`config.mk`:
```
export PLATFORM = sky130hd
export DESIGN_NAME = mult_arb_sched
export DESIGN_NICKNAME = d
export VERILOG_FILES = /design/src/rtl/mult_arb_sched.sv
export SDC_FILE = /design/constraint.sdc
export NUM_CORES = 1
export LEC_CHECK = 0
export BUFFER_PORTS_ARGS = -buffer_cell sky130_fd_sc_hd__buf_2
export CORE_ASPECT_RATIO = 0.5
export CORE_MARGIN = 1
export CORE_UTILIZATION = 47
export DETAILED_ROUTE_END_ITERATION = 10
export GPL_TIMING_DRIVEN = 0
export PLACE_DENSITY = 0.8
export SYNTH_ARGS = -nofsm -noshare
export SYNTH_HDL_FRONTEND = slang
export SYNTH_SLANG_ARGS = --single-unit
export TNS_END_PERCENT = 100
```
`constraint.sdc`:
```
create_clock -name clk -period 3.1 [get_ports clk]
set_clock_uncertainty 0.05 [all_clocks]
set_input_delay 0.62 -clock clk [delete_from_list [all_inputs] [get_ports clk]]
set_output_delay 0.62 -clock clk [all_outputs]
set_load 0.005 [all_outputs]
```
`src/rtl/mult_arb_sched.sv`:
```
// Round-robin scheduler sharing one pipelined multiplier between two requesters.
// A tag pipeline tracks owner and half-select so each product returns to its requester.
module mult_arb_sched #(
  parameter int unsigned LAT = 4,
  parameter int unsigned W   = 32
) (
  input  logic         clk,
  input  logic         reset,
  input  logic         req0_valid,
  input  logic [W-1:0] req0_a,
  input  logic [W-1:0] req0_b,
  input  logic         req0_s,
  output logic         req0_ready,
  input  logic         req1_valid,
  input  logic [W-1:0] req1_a,
  input  logic [W-1:0] req1_b,
  input  logic         req1_s,
  output logic         req1_ready,
  output logic [W-1:0] mul_a,
  output logic [W-1:0] mul_b,
  output logic         mul_s,
  input  logic [W-1:0] mul_c,
  output logic         rsp0_valid,
  output logic [W-1:0] rsp0_data,
  output logic         rsp1_valid,
  output logic [W-1:0] rsp1_data,
  output logic [3:0]   inflight
);

  logic           prio_q, prio_d;  // 1: requester 1 wins the next contention
  logic           gnt0, gnt1, xfer;
  logic [W-1:0]   mul_a_q, mul_a_d, mul_b_q, mul_b_d;
  logic [LAT:1]   tag_v_q, tag_v_d;
  logic [LAT:1]   tag_id_q, tag_id_d;
  logic [LAT:1]   tag_s_q, tag_s_d;
  logic           ret_v, ret_id;
  logic           rsp0_valid_q, rsp0_valid_d, rsp1_valid_q, rsp1_valid_d;
  logic [W-1:0]   rsp0_data_q, rsp0_data_d, rsp1_data_q, rsp1_data_d;
  logic [3:0]     inflight_q, inflight_d;

  // NOTE: every signal written here gets a value before any condition, so no latch is inferred.
  always_comb begin
    gnt0   = reset & req0_valid & (~req1_valid | ~prio_q);
    gnt1   = reset & req1_valid & (~req0_valid |  prio_q);
    xfer   = gnt0 | gnt1;

    prio_d  = prio_q;
    mul_a_d = mul_a_q;
    mul_b_d = mul_b_q;
    if (gnt0) begin
      prio_d  = 1'b1;
      mul_a_d = req0_a;
      mul_b_d = req0_b;
    end else if (gnt1) begin
      prio_d  = 1'b0;
      mul_a_d = req1_a;
      mul_b_d = req1_b;
    end

    tag_v_d     = '0;
    tag_id_d    = '0;
    tag_s_d     = '0;
    tag_v_d[1]  = xfer;
    tag_id_d[1] = gnt1;
    tag_s_d[1]  = gnt1 ? req1_s : req0_s;
    for (int i = 2; i <= int'(LAT); i++) begin
      tag_v_d[i]  = tag_v_q[i-1];
      tag_id_d[i] = tag_id_q[i-1];
      tag_s_d[i]  = tag_s_q[i-1];
    end

    ret_v        = tag_v_q[LAT];
    ret_id       = tag_id_q[LAT];
    rsp0_valid_d = ret_v & ~ret_id;
    rsp1_valid_d = ret_v &  ret_id;
    rsp0_data_d  = rsp0_valid_d ? mul_c : rsp0_data_q;
    rsp1_data_d  = rsp1_valid_d ? mul_c : rsp1_data_q;
    inflight_d   = inflight_q + {3'b000, xfer} - {3'b000, ret_v};
  end

  // NOTE: sequential state uses non-blocking assignments so all registers update from pre-edge values.
  always_ff @(posedge clk) begin
    if (!reset) begin
      prio_q       <= 1'b0;
      mul_a_q      <= '0;
      mul_b_q      <= '0;
      tag_v_q      <= '0;
      rsp0_valid_q <= 1'b0;
      rsp1_valid_q <= 1'b0;
      rsp0_data_q  <= '0;
      rsp1_data_q  <= '0;
      inflight_q   <= '0;
    end else begin
      prio_q       <= prio_d;
      mul_a_q      <= mul_a_d;
      mul_b_q      <= mul_b_d;
      tag_v_q      <= tag_v_d;
      rsp0_valid_q <= rsp0_valid_d;
      rsp1_valid_q <= rsp1_valid_d;
      rsp0_data_q  <= rsp0_data_d;
      rsp1_data_q  <= rsp1_data_d;
      inflight_q   <= inflight_d;
    end
  end

  // NOTE: tag payload needs no reset; it is only observed when its valid bit is set.
  always_ff @(posedge clk) begin
    tag_id_q <= tag_id_d;
    tag_s_q  <= tag_s_d;
  end

  assign req0_ready = gnt0;
  assign req1_ready = gnt1;
  assign mul_a      = mul_a_q;
  assign mul_b      = mul_b_q;
  assign mul_s      = tag_v_q[LAT] ? tag_s_q[LAT] : 1'b1;
  assign rsp0_valid = rsp0_valid_q;
  assign rsp0_data  = rsp0_data_q;
  assign rsp1_valid = rsp1_valid_q;
  assign rsp1_data  = rsp1_data_q;
  assign inflight   = inflight_q;

endmodule

```
==> results.txt <==
* Result of the run: completed
* Number of placement rows: 30
- Drt total wl: 19000 um
* Final Hold Vio Count: 0
- Crit-path slowest cell: sky130_fd_sc_hd__clkbuf_1
* Sequence of cells on the critical path: buf_6 > buf_2 > inv_2 > clkbuf_1 > nor2_1 > inv_1 > ha_1 > inv_1 > ha_1 > inv_1 > fa_1 > xor2_1 > nor2_1
* Bufs on Longest Clock Path: 2
* Most frequent cell after synthesis: sky130_fd_sc_hd__nand2_1
- The first global-routing pass estimated 29900 um of wire.
- The floorplan step set the die height to 85.9 um.
- The min-delay analysis places its worst path in the category register to register.
- Count of flip-flops with a built-in enable after synthesis: 0
- 303 I/O pins were placed.
- Post-place setup slack: 0.0712 ns
* Clock latency at the later pin of the worst-skew pair: 0.41 ns
* Overall routing resource usage: 0.258
- The number of different library cells used by synthesis comes to 26.
- Number of vias in the routed layout: 6290
- Most numerous cell types in the synthesized netlist: sky130_fd_sc_hd__nand2_1 (258), sky130_fd_sc_hd__dfxtp_1 (147), sky130_fd_sc_hd__a21oi_1 (67), sky130_fd_sc_hd__nand3_1 (66), sky130_fd_sc_hd__o311ai_4 (49)
- In this run the tightest slew margin relative to its limit is 0.649.
* Average vias per placed instance: 5.13
* Launching element of the worst setup path: reset
- Type of the worst setup path: input pin to register
* Final Net Count: 1193
- The floorplan step defined a die boundary enclosing 14600 um^2.
- The number of global-route vias before repair was 6263.
- TritonCTS clock tree: yes
- Fraction of post-synthesis cell area in the top cell type by area: 0.445
- The first TritonRoute pass finished after 4 iterations.
- STA classifies the critical path endpoint as a register.
- Entering global routing, the biggest net connects 17 pins.
* Ys async rst share: 0
- Library cell occupying the most area in the post-synthesis netlist: sky130_fd_sc_hd__dfxtp_1
* Placer's final routability congestion estimate: 0.919
- In this run the mean area of a mapped cell was 9.42 um^2.
- HPWL after DPL: 14300 um
- CTS Root Cell: sky130_fd_sc_hd__clkbuf_16
- Hold-fix buffer count after cts: 0
* Biggest fanout along the worst timing path: 10
- Antenna diode count: 0
- Initial DRC Count: 240
- The cell area that synthesis handed to floorplanning was 6620 um^2.
- The worst path needs 2.59 ns of the cycle, external delays included.
- In this run, post-CTS repair resized a total of 0 instances.
* Type of element launching the critical path: input pin
- IR analysis of the VDD net gives a maximum drop of 0.335 mV.
* Count of mapped cells out of synthesis: 702
- Of the available clock period, the critical path in the final layout requires 0.836.
- Die outline width: 170 um
- The clock drives 147 sinks.
- The synthesized design contains 147 register bits.
* CTS Buf Count: 17
- Adding up every negative setup slack in the final design gives 0 ns.
- In the post-synthesis netlist, the biggest area contributors are sky130_fd_sc_hd__dfxtp_1 (44%), sky130_fd_sc_hd__o311ai_4 (19%), sky130_fd_sc_hd__nand2_1 (15%).
- Total nets after synthesis: 873
- Unrepaired setup endpoints after global routing: no
- Final setup fails: 0
- Static leakage power: 3.92 nW
- For this run, the slowest stage of the critical path takes 0.44 ns.
- For the pin with the worst max-slew slack, the measured transition is 0.526 ns.
- Antenna violations before repair: 0
- Launching point of the worst reg2reg path: tag_v_q[4]$_SDFF_PN0_
* WL/cell: 15.5 um
- Max-cap violations in this run came to 0.
* Power density relative to cell area: 532 nW/um^2
- Counting stages on the worst path, the most repeated cell is sky130_fd_sc_hd__inv_1.
- Hold timing on the final database bottoms out at a slack of 0.279 ns.
- Data arrival time of the critical path: 2.82 ns
- Hold_sp: tag_s_q[2]$_DFF_P_
- Global routing finished with a remaining overflow of 0.
* Setup fix buffers added after clock tree synthesis: 0
* Sequential-to-total area share from yosys stat: 0.445
- During synthesis, Yosys emitted a total of 0 warnings.
- In this run the standard cell core region covers 13600 um^2.
- H-Tree Depth: 4
- After detailed routing, the number of remaining DRC violations is 0.
* Clock-pin slew on the worst setup and hold paths: 0.06 ns
- The worst path meets setup with 0.509 ns of slack.
- Final Max Tran Viols: 0
- Data on the critical path is required at its endpoint by 3.33 ns.
- Area growth syn-to-layout: 34.9%
- Count of input and output buffers: 301
- Share of cells above drive strength 1: 0.396
- The initial utilization of the core area, before any placement, comes to 0.486.
- Most frequently used flop master after synthesis: sky130_fd_sc_hd__dfxtp_1
- Max frequency: 386 MHz
- Antenna violation net count after detailed routing: 0
==> cells in the final DEF (no fill, tap or decap), drive strengths merged <==
cell        n
buf       326
nand2     258
dfxtp     147
a21oi      67
nand3      66
o311ai     64
clkbuf     58
inv        17
nor2        6
and2        6
ha          4
clkinv      4
nand2b      2
nor3b       2
xor2        2
a21boi      1
mux2        1
nor2b       1
o21a        1
fa          1
clkinvlp    1
==> worst paths after layout <==
kind | endpoint | slack [ns] | cells after the start
setup / recovery | inflight[2]$_SDFF_PN0_ | 0.51 | 13
setup reg to reg | inflight[2]$_SDFF_PN0_ | 1.42 | 7
hold / removal | tag_s_q[3]$_DFF_P_ | 0.28 | 0
hold reg to reg | tag_s_q[3]$_DFF_P_ | 0.28 | 0
==> report_power, final <==
| group | total, W | switching [W] | internal (W) | leakage, nW |
|---|---|---|---|---|
| Combinational | 0.000705 | 0.000369 | 0.000337 | 2.44 |
| Sequential | 0.00206 | 0.0000581 | 0.00200 | 1.21 |
| Clock | 0.00199 | 0.000921 | 0.00107 | 0.275 |
| Total | 0.00475 | 0.00135 | 0.00341 | 3.92 |
==> sequential cells by signal (all words and copies together), names as in the netlist <==
signal and cells:
rsp0_data 32, mul_b 32, inflight 4, tag_v_q 4
rsp1_data 32, rsp0_valid 1, tag_id_q 4, mul_a 32
tag_s_q 4, rsp1_valid 1, prio_q 1
==> worst max-delay path, delay by kind of cell <==
kind                     cells  cell delay (ns)
AND/OR/NAND/NOR              2             0.18
adder cells (fa/ha/maj)      3             0.75
XOR/XNOR                     1             0.14
buffers and inverters        7             1.11
==> stage by stage <==
| step | total power [W] | util | cell area (um^2) | cells |
|---|---|---|---|---|
| final | 0.00475 | 0.655 | 8930 | 1227 |
| after global routing | 0.00493 | 0.655 | 8930 | 1227 |
| after CTS | 0.00478 | 0.655 | 8930 | 1227 |
| after detailed placement | 0.00281 | 0.614 | 8360 | 1195 |
| after global placement | 0.00278 | 0.614 | 8360 | 1195 |
| after floorplan | 0.00250 | - | 6620 | 702 |
==> cell type report <==
cell class	count	area [um^2]
multi-input combinational	482	3270
timing repair buffer	301	1510
clock buffer	18	429
buffer	65	369
fill	1188	4700
tap	192	240
inverter	8	30.0
clock inverter	14	136
sequential	147	2940
==> cell families (layout without fill, tap and decap cells) <==
logic type | Yosys count | count (layout) | share of synthesized area
adder cells (fa/ha/maj) | 5 | 5 | 0.0106
buffers and inverters | 73 | 406 | 0.0603
multiplexers | 1 | 1 | 0.00170
AND/OR/NAND/NOR | 341 | 341 | 0.211
flip-flops | 147 | 147 | 0.445
AO/OA/AOI/OAI | 133 | 133 | 0.269
XOR/XNOR | 2 | 2 | 0.00265
==> layer usage <==
layer | up-vias | wire [um] | track usage
met1 | 3003 | 7790 | 0.290
met5 | - | 0 | 0
met4 | 0 | 466 | 0.108
li1 | 3048 | - | -
met2 | 201 | 9750 | 0.476
met3 | 38 | 1020 | 0.0554
(Power assumes the default switching activity.)
